`config.mk`:
```
export PLATFORM = sky130hd
export DESIGN_NAME = fnd_scan_ctrl
export DESIGN_NICKNAME = d
export VERILOG_FILES = /design/src/rtl/fnd_scan_ctrl.sv
export SDC_FILE = /design/constraint.sdc
export NUM_CORES = 1
export LEC_CHECK = 0
export ABC_AREA = 1
export CORE_MARGIN = 10
export CORE_UTILIZATION = 35
export CTS_CLUSTER_SIZE = 12
export DETAILED_ROUTE_END_ITERATION = 8
export SYNTH_ARGS = -nofsm -noshare
export SYNTH_HDL_FRONTEND = slang
export SYNTH_SLANG_ARGS = --single-unit
```
`constraint.sdc`:
```
create_clock -name i_clk -period 2.8 [get_ports i_clk]
set_input_delay 0.7 -clock i_clk [delete_from_list [all_inputs] [get_ports i_clk]]
set_output_delay 0.7 -clock i_clk [all_outputs]
set_load 0.03 [all_outputs]
```
`src/rtl/fnd_scan_ctrl.sv`:
```
// Multiplexed 7-segment display controller: scan prescaler, sequential double-dabble
// binary-to-BCD conversion, leading-zero blanking, per-digit decimal points, overflow dashes.
module fnd_scan_ctrl #(
    parameter int unsigned N_DIGITS = 4,
    parameter int unsigned VALUE_W  = 14,
    parameter int unsigned CLK_HZ   = 100_000_000,
    parameter int unsigned SCAN_HZ  = 1000
) (
    input  logic                i_clk,
    input  logic                i_reset,
    input  logic                i_clear,
    input  logic                i_onOff,
    input  logic                i_load,
    input  logic [VALUE_W-1:0]  i_value,
    input  logic [N_DIGITS-1:0] i_dp,
    input  logic                i_blank_lz,
    output logic [7:0]          o_font,
    output logic [N_DIGITS-1:0] o_digit,
    output logic                o_busy,
    output logic                o_overflow
);

    function automatic int unsigned dec_digits(input int unsigned w);
        longint unsigned v;
        int unsigned     n;
        v = (longint'(1) << w) - 1;
        n = 1;
        for (int unsigned i = 0; i < 12; i++) begin
            if (v >= 10) begin
                v = v / 10;
                n = n + 1;
            end
        end
        return n;
    endfunction

    function automatic logic [6:0] seg7(input logic [3:0] d);
        logic [7:0] f;
        case (d)
            4'd0: f = 8'hC0;
            4'd1: f = 8'hF9;
            4'd2: f = 8'hA4;
            4'd3: f = 8'hB0;
            4'd4: f = 8'h99;
            4'd5: f = 8'h92;
            4'd6: f = 8'h82;
            4'd7: f = 8'hF8;
            4'd8: f = 8'h80;
            4'd9: f = 8'h90;
            default: f = 8'hFF;
        endcase
        return f[6:0];
    endfunction

    localparam int unsigned DIV    = CLK_HZ / SCAN_HZ;
    localparam int unsigned PRE_W  = $clog2(DIV);
    localparam int unsigned IDX_W  = (N_DIGITS > 1) ? $clog2(N_DIGITS) : 1;
    localparam int unsigned ITER_W = $clog2(VALUE_W + 1);
    localparam int unsigned DEC_N  = dec_digits(VALUE_W);
    localparam int unsigned BCD_N  = (DEC_N > N_DIGITS) ? DEC_N : N_DIGITS;
    localparam int unsigned BCD_W  = 4 * BCD_N;

    typedef enum logic [1:0] {S_IDLE, S_SHIFT, S_DONE} state_e;

    state_e                  state_q, state_d;
    logic [PRE_W-1:0]        pre_q, pre_d;
    logic                    scan_tick;
    logic [IDX_W-1:0]        idx_q, idx_d;
    logic [VALUE_W-1:0]      val_q, val_d;
    logic [ITER_W-1:0]       iter_q, iter_d;
    logic [BCD_W-1:0]        sh_q, sh_d, sh_adj;
    logic [4*N_DIGITS-1:0]   disp_q, disp_d;
    logic                    ovf_q, ovf_d;
    logic [7:0]              font_q, font_d;
    logic [N_DIGITS-1:0]     digit_q, digit_d;
    logic [N_DIGITS-1:0]     zero_from;
    logic                    run_zero;
    logic [3:0]              nib;
    logic                    dp_lit, blank;
    logic [6:0]              seg;

    always_ff @(posedge i_clk or posedge i_reset) begin
        if (i_reset) state_q <= S_IDLE;
        else         state_q <= state_d;
    end

    always_comb begin
        state_d = state_q;
        if (i_clear) begin
            state_d = S_IDLE;
        end else begin
            case (state_q)
                S_IDLE:  if (i_load) state_d = S_SHIFT;
                S_SHIFT: if (iter_q == ITER_W'(VALUE_W - 1)) state_d = S_DONE;
                S_DONE:  state_d = S_IDLE;
                default: state_d = S_IDLE;
            endcase
        end
    end

    always_comb begin
        o_busy = (state_q != S_IDLE);
    end

    always_comb begin
        sh_adj = sh_q;
        for (int unsigned i = 0; i < BCD_N; i++) begin
            if (sh_q[4*i +: 4] >= 4'd5) sh_adj[4*i +: 4] = sh_q[4*i +: 4] + 4'd3;
        end
    end

    always_comb begin
        scan_tick = (pre_q == PRE_W'(DIV - 1));
        pre_d     = scan_tick ? '0 : pre_q + 1'b1;
        idx_d     = idx_q;
        if (scan_tick) idx_d = (idx_q == IDX_W'(N_DIGITS - 1)) ? '0 : idx_q + 1'b1;
        val_d  = val_q;
        iter_d = iter_q;
        sh_d   = sh_q;
        disp_d = disp_q;
        ovf_d  = ovf_q;
        case (state_q)
            S_IDLE: if (i_load) begin
                val_d  = i_value;
                iter_d = '0;
                sh_d   = '0;
            end
            S_SHIFT: begin
                sh_d   = (sh_adj << 1) | BCD_W'(val_q[VALUE_W-1]);
                val_d  = val_q << 1;
                iter_d = iter_q + 1'b1;
            end
            S_DONE: begin
                disp_d = sh_q[4*N_DIGITS-1:0];
                ovf_d  = |(sh_q >> (4 * N_DIGITS));
            end
            default: ;
        endcase
        if (i_clear) begin
            pre_d  = '0;
            idx_d  = '0;
            val_d  = '0;
            iter_d = '0;
            sh_d   = '0;
            disp_d = '0;
            ovf_d  = 1'b0;
        end
    end

    // Outputs are registered from next-state values so digit enable and font switch on the same edge.
    always_comb begin
        run_zero  = 1'b1;
        zero_from = '0;
        for (int unsigned k = N_DIGITS; k > 0; k--) begin
            run_zero       = run_zero & (disp_d[4*(k-1) +: 4] == 4'd0);
            zero_from[k-1] = run_zero;
        end
        nib     = '0;
        dp_lit  = 1'b0;
        blank   = 1'b0;
        digit_d = '1;
        for (int unsigned k = 0; k < N_DIGITS; k++) begin
            if (idx_d == IDX_W'(k)) begin
                nib        = disp_d[4*k +: 4];
                dp_lit     = i_dp[k];
                blank      = i_blank_lz && (k != 0) && zero_from[k];
                digit_d[k] = 1'b0;
            end
        end
        seg    = ovf_d ? 7'h3F : (blank ? 7'h7F : seg7(nib));
        font_d = {~dp_lit, seg};
        if (i_clear || !i_onOff) begin
            font_d  = 8'hFF;
            digit_d = '1;
        end
    end

    always_ff @(posedge i_clk or posedge i_reset) begin
        if (i_reset) begin
            pre_q   <= '0;
            idx_q   <= '0;
            val_q   <= '0;
            iter_q  <= '0;
            sh_q    <= '0;
            disp_q  <= '0;
            ovf_q   <= 1'b0;
            font_q  <= 8'hFF;
            digit_q <= '1;
        end else begin
            pre_q   <= pre_d;
            idx_q   <= idx_d;
            val_q   <= val_d;
            iter_q  <= iter_d;
            sh_q    <= sh_d;
            disp_q  <= disp_d;
            ovf_q   <= ovf_d;
            font_q  <= font_d;
            digit_q <= digit_d;
        end
    end

    assign o_font     = font_q;
    assign o_digit    = digit_q;
    assign o_overflow = ovf_q;

endmodule
```
==> flow_summary.json <==
{
  "synth_simple_gate_area_share_pct": 23.4,
  "timing.fmax_mhz": 417,
  "cts_buffers": 9,
  "finalNetCount": 636,
  "finClkSkew_ns": 0.00651,
  "critical_path.max_stage_delay_ns": 0.39,
  "drtPass1Iterations": 4,
  "switching_share_pct": 31.4,
  "grt_max_degree": 28,
  "grt_overflow": 0,
  "finalWorstSetupSlack_ns": 0.403,
  "clkPwrFrac_pct": 33.9,
  "grt_setup_unrepaired": "false",
  "yosys_warnings": 0,
  "tritoncts": "built",
  "seq_area_frac_synth_pct": 47.4,
  "wl_per_cell_um": 13.6,
  "ctsResizeCount": 0,
  "place_congestion": 0.860,
  "worstPathRequired_ns": 3.07,
  "startpoint_type": "flip-flop",
  "synth-xor-area-share_pct": 1.50,
  "p_sw_mw": 1.18,
  "maxCapViolCount": 0,
  "power_leakage_nw": 2.63,
  "syn2layout_area_growth_pct": 21.8,
  "internal_power_mw": 2.59,
  "wl_um": 10500,
  "cts_setup_buffers": 0,
  "synth_flop_cell": "dfrtp_1",
  "r2r_slack_ns": 0.40,
  "rr_startpoint": "pre_q[0]$_DFF_PP0_",
  "arrival_ns": 2.67,
  "synth_area_mm2": 0.00467,
  "crit_top_cell": "nand2_1",
  "syn-num-nets": 585,
  "crit_type": "flip-flop to flip-flop",
  "htreeDepth": 3,
  "drc": 0,
  "portBuffers": 37,
  "min_period_ns": 2.40,
  "cts_sinks": 88,
  "endpoint": "o_font[6]$_DFF_PP1_",
  "fin_util_pct": 43.3,
  "mostFrequentLayoutCells": "85 x nand2_1, 76 x dfrtp_1, 68 x inv_1, 53 x o21ai_0, 38 x nor2_1",
  "p_seq_share_pct": 40.7,
  "row_count": 42,
  "layout_commonest_cell": "nand2_1",
  "fin_cells": 774,
  "core_area_mm2": 0.0131,
  "power.share.combinational_pct": 25.4,
  "worstMarginPinSlew_ns": 0.920,
  "antenna_found_initial": 0,
  "dp.cells": 758,
  "vias": 3750,
  "synth-edff-count": 0,
  "slew_headroom_pct": 38.4,
  "dieHeight_um": 136,
  "vdd_drop_max_uv": 281,
  "grt_pass1_vias": 3663,
  "cp_cell_sequence": "ha_1 -> nand2_1 -> nor2_2 -> nand4_1 -> clkinv_1 -> nor2_8 -> nor2_4 -> nand2_1 -> o211ai_1 -> a21oi_1 -> inv_1 -> ha_1 -> inv_1 -> nand3_1 -> nand3_1 -> nand2_1 -> nand2_1 -> nand2_1",
  "end_kind": "flip-flop",
  "synth_top_family_by_area": "simple AND/OR/NAND/NOR gates",
  "viasPerCell": 4.84,
  "synth-compound-area-share_pct": 14.6,
  "ys_seq_elements": 88,
  "clockBufferDepth": 2,
  "synthMuxAreaShare_pct": 0,
  "fin_tns_setup_ns": 0,
  "dieWidth_um": 136,
  "cts_hold_buffers": 0,
  "r2r_cells": 18,
  "hold_class": "flip-flop to flip-flop",
  "dp_hpwl_um": 7750,
  "syn_inst": 542,
  "pin_count": 38,
  "clk-insertion-delay-late_ns": 0.35,
  "initial_core_util_pct": 35.6,
  "post-route-period-util_pct": 85.6,
  "grt_pass1_wl_um": 17800,
  "antenna_left": 0,
  "worst_path_max_delay_cell": "dfrtp_1",
  "drv_slew": 0,
  "outcome": "completed",
  "cp_max_fo": 6,
  "dieArea_mm2": 0.0184,
  "yosys.cell_types.count": 41,
  "power_density_mw_per_mm2": 662,
  "clockRootBuffer": "clkbuf_16",
  "drt_iter0_markers": 331,
  "grt_usage_pct": 12.0,
  "pre_cts_ws_ns": 0.0868,
  "n_antenna_cell": 0,
  "rr_endpoint": "o_font[6]$_DFF_PP1_",
  "avgSynthCellArea_um2": 8.62,
  "cts.clk_slew.worst_paths_ns": 0.07,
  "drive_above_1_share_pct": 14.7,
  "synth-async-reset-ratio_pct": 100,
  "setup_viol": 0,
  "synthAdderAreaFrac_pct": 5.09,
  "worstSetupStartpoint": "pre_q[0]$_DFF_PP0_",
  "hold_viol": 0
}
==> logic make-up (layout without fill, tap and decap cells) <==
kind of cell,count (synthesis),in the layout
xor gates and xnor gates,8,8
DFF,88,88
buffers and inverters,96,152
adders and majority gates,19,19
AOI/OAI and AO/OA,119,119
and+or+nand+nor,212,212
==> per-stage QoR <==
stage	instance area (um2)	total power [mW]	hold WS, ns
3_5_place_dp	5380	2.53	0.456
6_report	5690	3.77	0.459
4_1_cts	5690	3.82	0.465
3_3_place_gp	5380	2.51	0.447
2_1_floorplan	4680	2.20	0.433
5_1_grt	5690	4.01	0.481
==> worst min-delay path by stage <==
stage,slack (ns),start,cells after the start,endpoint
finish,0.46,pre_q[0]$_DFF_PP0_,1,pre_q[0]$_DFF_PP0_
global route,0.48,pre_q[0]$_DFF_PP0_,1,pre_q[0]$_DFF_PP0_
CTS,0.46,pre_q[0]$_DFF_PP0_,1,pre_q[0]$_DFF_PP0_
detailed placement,0.46,pre_q[0]$_DFF_PP0_,1,pre_q[0]$_DFF_PP0_
global placement,0.45,pre_q[0]$_DFF_PP0_,1,pre_q[0]$_DFF_PP0_
floorplan,0.43,pre_q[0]$_DFF_PP0_,1,pre_q[0]$_DFF_PP0_
==> synthesized netlist by cell type (3+ instances only) <==
cell type / instances / share of area (%)
nand3_4: 3 / 1.1
o21ai_0: 53 / 5.7
clkbuf_1: 11 / 0.88
nand3_1: 34 / 3.6
o32ai_1: 3 / 0.56
xor2_1: 7 / 1.3
or2_2: 7 / 0.94
a22oi_1: 14 / 2.2
nand4_1: 7 / 0.94
ha_1: 19 / 5.1
o211ai_1: 5 / 0.80
nor2_1: 38 / 3.1
a21oi_1: 26 / 2.8
nor2_2: 4 / 0.54
clkinv_1: 3 / 0.24
dfstp_2: 12 / 6.7
nor3b_1: 4 / 0.64
o22ai_1: 8 / 1.1
nor3_1: 7 / 0.75
dfrtp_1: 76 / 41
a31oi_1: 3 / 0.40
nand2_1: 85 / 6.8
buf_2: 4 / 0.43
nor2_4: 8 / 1.9
inv_2: 8 / 0.64
nand2_2: 3 / 0.40
inv_1: 69 / 5.5
nand2_4: 4 / 0.96
==> routing by layer <==
| metal | vias up | global-route usage (%) | routed length, um |
|---|---|---|---|
| met5 | - | 0 | 0 |
| li1 | 1895 | - | - |
| met2 | 66 | 19.3 | 4990 |
| met3 | 9 | 2.93 | 402 |
| met1 | 1780 | 15.1 | 5030 |
| met4 | 0 | 4.55 | 101 |
==> flip-flops by register name (all words and copies together), names as in the netlist <==
signal	cells
sh_q	20
pre_q	17
disp_q	16
val_q	14
o_font	8
iter_q	4
o_digit	4
idx_q	2
state_q	2
o_overflow	1
==> power groups by stage <==
stage | combinational [mW] | clock, mW | sequential (mW)
floorplan | 0.615 | 0 | 1.59
global placement | 0.955 | 0 | 1.55
detailed placement | 0.970 | 0 | 1.56
CTS | 0.972 | 1.32 | 1.54
global route | 1.08 | 1.37 | 1.55
finish | 0.958 | 1.28 | 1.54
==> worst max-delay path, delay by kind of cell (launching register included) <==
family                     cells  cell delay (ns)
buffers and inverters          3             0.32
AOI/OAI and AO/OA              2             0.26
and+or+nand+nor               11             0.94
adders and majority gates      2             0.40
DFF                            1             0.39
==> layout make-up <==
type	count	area, um2
Clock buffer	10	229
Sequential cell	88	2220
Multi-Input combinational cell	358	2090
Fill cell	1294	7450
Tap cell	176	220
Clock inverter	6	83.8
Inverter	80	304
Timing Repair Buffer	56	551
No activity file was read; power rests on OpenSTA's default activity.
